### src/rtl/period_gen_pkg.sv
// Shared types, default sizes and the config validity check for period_gen.
package period_gen_pkg;

  localparam int unsigned DEF_WIDTH      = 32;
  localparam int unsigned DEF_MIN_PERIOD = 2;
  localparam int unsigned CYC_W          = 32;

  typedef enum logic [1:0] {
    ST_IDLE = 2'd0,
    ST_HIGH = 2'd1,
    ST_LOW  = 2'd2
  } state_e;

  // Fields are zero-extended to 64 bits so one function serves any WIDTH <= 64.
  function automatic logic cfg_valid(input logic [63:0] period,
                                     input logic [63:0] high,
                                     input logic [63:0] min_period);
    return (period >= min_period) && (high >= 64'd1) && (high < period);
  endfunction

endpackage

### src/rtl/period_gen_if.sv
// Config handshake and waveform/status bundle for period_gen.
//   master: offers load_valid/period_in/high_in, observes the generator outputs
//   slave : the generator itself
interface period_gen_if
  import period_gen_pkg::*;
#(
  parameter int unsigned WIDTH = DEF_WIDTH
) ();

  logic             load_valid;
  logic             load_ready;
  logic [WIDTH-1:0] period_in;
  logic [WIDTH-1:0] high_in;
  logic             clk_out;
  logic             period_done;
  logic [CYC_W-1:0] cycles_out;
  logic             cfg_err;
  logic             busy;

  modport master (
    output load_valid, period_in, high_in,
    input  load_ready, clk_out, period_done, cycles_out, cfg_err, busy
  );

  modport slave (
    input  load_valid, period_in, high_in,
    output load_ready, clk_out, period_done, cycles_out, cfg_err, busy
  );

endinterface

### src/rtl/period_gen_cfg.sv
// Config front end: validates offered configs, holds the shadow registers and
// the pending flag, and raises a one-cycle cfg_err for rejected offers.
//   clk, RST          : clock, async active-high reset
//   load_valid_i      : config offer
//   load_ready_i      : generator ready to accept (not powered down)
//   period_i, high_i  : offered config
//   apply_i           : generator is consuming the shadow on this edge
//   shd_period_o/high : shadow config
//   pend_o            : shadow holds a config not yet applied
//   cfg_err_o         : registered pulse, offered config was invalid
module period_gen_cfg
  import period_gen_pkg::*;
#(
  parameter int unsigned WIDTH      = DEF_WIDTH,
  parameter int unsigned MIN_PERIOD = DEF_MIN_PERIOD
) (
  input  logic             clk,
  input  logic             RST,
  input  logic             load_valid_i,
  input  logic             load_ready_i,
  input  logic [WIDTH-1:0] period_i,
  input  logic [WIDTH-1:0] high_i,
  input  logic             apply_i,
  output logic [WIDTH-1:0] shd_period_o,
  output logic [WIDTH-1:0] shd_high_o,
  output logic             pend_o,
  output logic             cfg_err_o
);

  logic [WIDTH-1:0] shd_period_q, shd_period_d;
  logic [WIDTH-1:0] shd_high_q, shd_high_d;
  logic             pend_q, pend_d;
  logic             cfg_err_q, cfg_err_d;
  logic             accept_c;
  logic             valid_c;

  // Next-state for shadow, pend and error pulse.
  always_comb begin
    shd_period_d = shd_period_q;
    shd_high_d   = shd_high_q;
    pend_d       = pend_q;
    cfg_err_d    = 1'b0;
    accept_c     = load_valid_i & load_ready_i;
    valid_c      = cfg_valid(64'(period_i), 64'(high_i), 64'(MIN_PERIOD));

    // A valid load on an apply edge wins over the clear: the new shadow is
    // left pending for the next apply point.
    if (accept_c && valid_c) begin
      shd_period_d = period_i;
      shd_high_d   = high_i;
      pend_d       = 1'b1;
    end else if (apply_i) begin
      pend_d = 1'b0;
    end

    if (accept_c && !valid_c) begin
      cfg_err_d = 1'b1;
    end
  end

  // State registers.
  always_ff @(posedge clk or posedge RST) begin
    if (RST) begin
      shd_period_q <= '0;
      shd_high_q   <= '0;
      pend_q       <= 1'b0;
      cfg_err_q    <= 1'b0;
    end else begin
      shd_period_q <= shd_period_d;
      shd_high_q   <= shd_high_d;
      pend_q       <= pend_d;
      cfg_err_q    <= cfg_err_d;
    end
  end

  assign shd_period_o = shd_period_q;
  assign shd_high_o   = shd_high_q;
  assign pend_o       = pend_q;
  assign cfg_err_o    = cfg_err_q;

endmodule

### src/rtl/period_gen.sv
// Programmable period/duty waveform generator.
//   clk    : time base, all outputs registered on its rising edge
//   RST    : async active-high reset
//   PWRDWN : synchronous level, forces the generator idle while high
//   bus    : config handshake (load_*, period_in, high_in) and outputs
//            (clk_out, period_done, cycles_out, cfg_err, busy)
module period_gen
  import period_gen_pkg::*;
#(
  parameter int unsigned WIDTH      = DEF_WIDTH,
  parameter int unsigned MIN_PERIOD = DEF_MIN_PERIOD
) (
  input  logic         clk,
  input  logic         RST,
  input  logic         PWRDWN,
  period_gen_if.slave  bus
);

  state_e           state_q, state_d;
  logic [WIDTH-1:0] cnt_q, cnt_d;
  logic [WIDTH-1:0] period_q, period_d;   // active period
  logic [WIDTH-1:0] high_q, high_d;       // active high time
  logic             cfg_ok_q, cfg_ok_d;
  logic [CYC_W-1:0] cycles_q, cycles_d;
  logic             clk_out_q, clk_out_d;
  logic             done_q, done_d;
  logic             busy_q, busy_d;

  logic             apply_c;
  logic [WIDTH-1:0] low_len_c;
  logic [WIDTH-1:0] shd_period;
  logic [WIDTH-1:0] shd_high;
  logic             pend;
  logic             cfg_err;

  assign bus.load_ready = ~PWRDWN;

  period_gen_cfg #(
    .WIDTH      (WIDTH),
    .MIN_PERIOD (MIN_PERIOD)
  ) u_cfg (
    .clk          (clk),
    .RST          (RST),
    .load_valid_i (bus.load_valid),
    .load_ready_i (bus.load_ready),
    .period_i     (bus.period_in),
    .high_i       (bus.high_in),
    .apply_i      (apply_c),
    .shd_period_o (shd_period),
    .shd_high_o   (shd_high),
    .pend_o       (pend),
    .cfg_err_o    (cfg_err)
  );

  // Next-state and registered-output logic.
  always_comb begin
    state_d   = state_q;
    cnt_d     = cnt_q;
    period_d  = period_q;
    high_d    = high_q;
    cfg_ok_d  = cfg_ok_q;
    cycles_d  = cycles_q;
    done_d    = 1'b0;
    apply_c   = 1'b0;
    // Cannot underflow: an applied config always has high < period.
    low_len_c = period_q - high_q;

    if (PWRDWN) begin
      state_d  = ST_IDLE;
      cnt_d    = '0;
      cycles_d = '0;
    end else begin
      unique case (state_q)
        ST_IDLE: begin
          if (pend || cfg_ok_q) begin
            state_d = ST_HIGH;
            cnt_d   = WIDTH'(1);
            apply_c = pend;
          end
        end
        ST_HIGH: begin
          if (cnt_q == high_q) begin
            state_d = ST_LOW;
            cnt_d   = WIDTH'(1);
          end else begin
            cnt_d = cnt_q + WIDTH'(1);
          end
        end
        ST_LOW: begin
          // Last LOW cycle: period boundary and apply point.
          if (cnt_q == low_len_c) begin
            state_d  = ST_HIGH;
            cnt_d    = WIDTH'(1);
            apply_c  = pend;
            done_d   = 1'b1;
            cycles_d = cycles_q + CYC_W'(1);
          end else begin
            cnt_d = cnt_q + WIDTH'(1);
          end
        end
        default: begin
          state_d = ST_IDLE;
          cnt_d   = '0;
        end
      endcase
    end

    if (apply_c) begin
      period_d = shd_period;
      high_d   = shd_high;
      cfg_ok_d = 1'b1;
    end

    clk_out_d = (state_d == ST_HIGH);
    busy_d    = (state_d != ST_IDLE);
  end

  // State register; async reset also drops clk_out immediately.
  always_ff @(posedge clk or posedge RST) begin
    if (RST) begin
      state_q   <= ST_IDLE;
      cnt_q     <= '0;
      period_q  <= '0;
      high_q    <= '0;
      cfg_ok_q  <= 1'b0;
      cycles_q  <= '0;
      clk_out_q <= 1'b0;
      done_q    <= 1'b0;
      busy_q    <= 1'b0;
    end else begin
      state_q   <= state_d;
      cnt_q     <= cnt_d;
      period_q  <= period_d;
      high_q    <= high_d;
      cfg_ok_q  <= cfg_ok_d;
      cycles_q  <= cycles_d;
      clk_out_q <= clk_out_d;
      done_q    <= done_d;
      busy_q    <= busy_d;
    end
  end

  assign bus.clk_out     = clk_out_q;
  assign bus.period_done = done_q;
  assign bus.cycles_out  = cycles_q;
  assign bus.cfg_err     = cfg_err;
  assign bus.busy        = busy_q;

endmodule

### src/flat_wrapper.sv
// flat-port wrapper written by rule: the top's interface ports become plain ports
module period_gen_flat import period_gen_pkg::*;
#(
  parameter int unsigned WIDTH      = DEF_WIDTH,
  parameter int unsigned MIN_PERIOD = DEF_MIN_PERIOD
)
  (clk, RST, PWRDWN, bus_load_valid, bus_period_in, bus_high_in, bus_load_ready, bus_clk_out, bus_period_done, bus_cycles_out, bus_cfg_err, bus_busy);
  period_gen_if #(.WIDTH(WIDTH)) bus_i ();
  input  logic clk;
  input  logic RST;
  input  logic PWRDWN;
  input wire logic [$bits(bus_i.load_valid)-1:0] bus_load_valid;
  input wire logic [$bits(bus_i.period_in)-1:0] bus_period_in;
  input wire logic [$bits(bus_i.high_in)-1:0] bus_high_in;
  output wire logic [$bits(bus_i.load_ready)-1:0] bus_load_ready;
  output wire logic [$bits(bus_i.clk_out)-1:0] bus_clk_out;
  output wire logic [$bits(bus_i.period_done)-1:0] bus_period_done;
  output wire logic [$bits(bus_i.cycles_out)-1:0] bus_cycles_out;
  output wire logic [$bits(bus_i.cfg_err)-1:0] bus_cfg_err;
  output wire logic [$bits(bus_i.busy)-1:0] bus_busy;
  assign bus_i.load_valid = bus_load_valid;
  assign bus_i.period_in = bus_period_in;
  assign bus_i.high_in = bus_high_in;
  assign bus_load_ready = bus_i.load_ready;
  assign bus_clk_out = bus_i.clk_out;
  assign bus_period_done = bus_i.period_done;
  assign bus_cycles_out = bus_i.cycles_out;
  assign bus_cfg_err = bus_i.cfg_err;
  assign bus_busy = bus_i.busy;
  period_gen #(.WIDTH(WIDTH), .MIN_PERIOD(MIN_PERIOD)) u_core (.clk(clk), .RST(RST), .PWRDWN(PWRDWN), .bus(bus_i));
endmodule
### config.mk
export PLATFORM = sky130hd
export DESIGN_NAME = period_gen_flat
export DESIGN_NICKNAME = d
export VERILOG_FILES = /design/src/rtl/period_gen_pkg.sv /design/src/rtl/period_gen_if.sv /design/src/rtl/period_gen_cfg.sv /design/src/rtl/period_gen.sv /design/src/flat_wrapper.sv
export SDC_FILE = /design/constraint.sdc
export NUM_CORES = 1
export LEC_CHECK = 0
export ABC_AREA = 0
export BUFFER_PORTS_ARGS = -buffer_cell sky130_fd_sc_hd__buf_2
export CAP_MARGIN = 30
export CORE_UTILIZATION = 50
export DETAILED_ROUTE_END_ITERATION = 16
export PLACE_DENSITY = 0.73
export SLEW_MARGIN = 40
export SYNTH_ARGS = -nofsm -noshare
export SYNTH_HDL_FRONTEND = slang
export SYNTH_SLANG_ARGS = --single-unit
### constraint.sdc
create_clock -name clk -period 10.2 [get_ports clk]
set_clock_uncertainty 0.15 [all_clocks]
set_input_delay 3.06 -clock clk [delete_from_list [all_inputs] [get_ports clk]]
set_output_delay 3.06 -clock clk [all_outputs]
set_load 0.05 [all_outputs]
==> implementation parameters <==
Parameter                              Value

Detailed routing
  Drt drc ... 0
  Detailed-routing iteration count for the pre-antenna-repair pass ... 5
  Final ANT Viol Nets ... 0
  Final wirelength ... 33.9 mm
  Routed wire per std cell ... 19.9 um
  Initial detailed-routing violation count ... 701
  Vias per inst ... 6.10
  Vias post-DR ... 10382

Critical path
  Flop-to-flop setup slack ... 4.79 ns
  Largest fanout of any net on the critical path ... 2
  Buffering stage count on the worst path with inverters included ... 3
  Critical path startpoint category ... input pin
  Type of the worst setup path ... input pin to output pin
  Critical R2R Launch ... u_core.high_q[0]
  Slowest stage delay, CP ... 0.25 ns
  Worst endpoint required time ... 6.99 ns
  Most common cell type on the critical path ... buf_2
  Crit path capture type ... output pin
  Arr. time, crit path ... 3.46 ns
  Critical Path Start ... PWRDWN
  Crit path depth ... 3
  FF-to-FF End ... u_core.high_q[13]
  Critical Path Sink ... bus_load_ready
  Worst R2R Path Depth ... 15
  Slowest cell on the critical path ... buf_2
  Critical-path cell list ... buf_2 -> clkinv_1 -> buf_2
  Delay-heaviest family, CP ... buffers and inverters

Final layout
  Fin nets ... 1493
  Commonest cells after routing, fill and taps aside ... 200 x dfrtp_1, 117 x mux2_2, 104 x buf_2, 77 x nand2_1, 74 x inv_1
  Layout cells sized above 1 ... 0.213
  Leading cell type in the layout, fill and taps excluded ... dfrtp_1
  Antenna diode count ... 0
  Area added between synthesis and finish ... 10.7%

Clocking
  Count of instances resized after the clock tree is built ... 0
  Hold buffer count at cts ... 0
  Clock latency on the worst-skew pair ... 0.45 ns
  Maximum buffer depth of the clock tree ... 2
  Number of setup buffers added after CTS ... 0
  Maximum level of the CTS H-tree ... 4
  CTS Sinks ... 200
  Clock buffers created by TritonCTS ... 17
  Clock root cell ... clkbuf_16
  Clk pin slew, worst setup/hold paths ... 0.07 ns
  TritonCTS clock tree ... done

Die
  Effective utilization at floorplan ... 0.508
  Number of placement rows ... 58
  I/O pin total ... 105
  Chip Height ... 161 um
  Width of the die ... 161 um
  Die footprint ... 26100 um2
  Core area ... 25000 um2

STA
  Number of failing setup endpoints in the final timing report ... 0
  Final Critical Period ... 6.67 ns
  Final worst path period share ... 0.654
  Post-route worst setup slack ... 3.53 ns
  Slew at the pin with the worst max-slew slack ... 0.719 ns
  Setup TNS ... 0 ns
  Highest achievable clock rate ... 150 MHz
  Max-slew violation count ... 0
  Worst slew margin relative to its limit ... 0.516
  Unrepaired setup endpoints after global routing ... false
  Hold violation count in the final report ... 0

Global route
  Met2 track demand over resource ... 0.411
  Via count of the first global-routing pass ... 9765
  Met1 track demand over resource ... 0.382
  Overall fraction of global-route tracks in use ... 0.266
  Most used routing layer in global routing ... met2
  Global-route met3 utilization ... 0.0300
  Final global-route overflow total ... 0
  Largest net degree at the start of global routing ... 120
  First-pass GRT wire length ... 53.6 mm
  Initial antenna violation count ... 1

Logic synthesis
  Number of distinct library cells after synthesis ... 79
  Mapped Nets ... 1434
  Mapped Avg Cell Area ... 9.78 um2
  Number of synthesized register bits ... 200
  Dominant cell type by area after synthesis ... dfrtp_1
  Ys async rst share ... 1.00
  Cell Area, Synth ... 12700 um2
  Portion of the post-synthesis area used by sequential elements ... 0.393
  Leading cell types by total area after synthesis ... dfrtp_1 39%, mux2_2 10%, ha_1 6.3%
  Synthesized instance count ... 1301
  Dominant synthesized flop cell ... dfrtp_1
  Number of warning messages in the yosys log ... 0
  Yosys top cell area share ... 0.393
  Number of enable-type register cells in the synthesized netlist ... 0

Power and ir drop
  Leakage ... 0.00647 uW
  Maximum resistive drop on vdd ... 0.000154 V
  Power density cells ... 293 nW/um2

Run status
  Run status ... finished, final reports clean

Worst hold path
  Worst hold path class ... register to register

Placed design
  Number of port buffers ... 104
  DPL Wire Length ... 25.7 mm
  Placer congestion estimate ... 0.953
  Post-placement worst setup slack ... 3.52 ns

Job
  Number of max-capacitance violations reported ... 0
-- logic make-up (layout without fill, tap and decap cells) --
family / Yosys count / count (layout) / share of synthesized area
AO/OA/AOI/OAI: 264 / 264 / 0.140
buffers and inverters: 147 / 219 / 0.0465
multiplexers: 145 / 145 / 0.128
XOR/XNOR: 80 / 80 / 0.0551
flip-flops: 200 / 200 / 0.393
AND/OR/NAND/NOR: 400 / 400 / 0.172
adder cells (fa/ha/maj): 65 / 65 / 0.0645
-- registers in the layout (all words and copies together), names as in the netlist --
register	flops
u_core.cnt_q	32
u_core.u_cfg.shd_period_o	32
u_core.u_cfg.pend_o	1
u_core.bus.busy	1
u_core.bus.period_done	1
u_core.bus.clk_out	1
u_core.u_cfg.cfg_err_o	1
u_core.period_q	32
u_core.bus.cycles_out	32
u_core.cfg_ok_q	1
u_core.state_q	2
u_core.high_q	32
u_core.u_cfg.shd_high_o	32
-- synth_stat cells, types with 4 or more instances --
cell type,n
a21oi_1,60
nand4_1,41
clkbuf_1,52
and4_1,8
or4_1,16
nand3_1,36
mux2_2,117
inv_1,75
o21a_1,7
xnor2_1,58
a22o_1,4
mux2_1,22
nor4_1,29
a31o_2,4
or2_2,6
a211oi_1,6
xor2_1,22
or3_1,9
dfrtp_1,200
o211ai_1,11
and2_1,8
o2111ai_1,4
nand2_1,77
a21o_1,40
a22oi_1,7
nor3_1,23
o311ai_0,5
o21ai_0,53
buf_4,5
o41ai_1,6
a211o_1,6
nor2b_1,14
buf_2,11
nor3b_1,20
and3_1,21
ha_1,64
o21ai_1,11
mux2i_1,5
nor2_1,71
o31ai_1,7
nand2b_1,8
-- per-layer routing --
layer,share of wire,vias up
li1,-,4854
met1,0.47,5153
met2,0.46,319
met3,0.047,56
met4,0.029,0
met5,0,-
-- through the flow --
stage / hold slack, ns / total power (uW) / util / instances / cell area [um2]
global route: 0.362 / 4370 / 0.562 / 1703 / 14100
floorplan: 0.277 / 2770 / - / 1301 / 12700
CTS: 0.332 / 4080 / 0.561 / 1703 / 14100
detailed placement: 0.313 / 3370 / 0.537 / 1671 / 13400
finish: 0.329 / 4120 / 0.562 / 1703 / 14100
global placement: 0.297 / 3360 / 0.536 / 1670 / 13400
-- cell type report --
| type | instances | area, um2 |
|---|---|---|
| Inverter | 76 | 298 |
| Fill cell | 2224 | 11000 |
| Multi-Input combinational cell | 954 | 7160 |
| Tap cell | 330 | 413 |
| Clock inverter | 14 | 171 |
| Timing Repair Buffer | 111 | 593 |
| Clock buffer | 18 | 439 |
| Sequential cell | 200 | 5000 |
-- worst min-delay path by stage --
stage / slack [ns] / end / from / cells after the start
6_report: 0.33 / u_core.cfg_ok_q / u_core.cfg_ok_q / 1
5_1_grt: 0.36 / u_core.cfg_ok_q / u_core.cfg_ok_q / 1
4_1_cts: 0.33 / u_core.cfg_ok_q / u_core.cfg_ok_q / 1
3_5_place_dp: 0.31 / u_core.cfg_ok_q / u_core.cfg_ok_q / 1
3_3_place_gp: 0.30 / u_core.cfg_ok_q / u_core.cfg_ok_q / 1
2_1_floorplan: 0.28 / u_core.cfg_ok_q / u_core.cfg_ok_q / 1
-- worst register-to-register path: stages (launching register included) --
cell      delay [ns]
dfrtp_1         0.45
ha_1            0.26
fa_1            0.41
and2b_1         0.28
o2111a_1        0.24
o21ai_1         0.14
a32oi_1         0.46
mux2i_1         0.24
nand4b_1        0.12
nor4_1          0.38
nand3_1         0.44
o21ai_0         0.38
and4_2          0.26
buf_4           0.41
buf_12          0.27
mux2_2          0.40
-- power breakdown --
part	switching (uW)	total, uW	internal (uW)
combinational	1400	2280	888
clock	357	698	341
sequential	154	1140	985
Power figures use the tool's default switching activity.
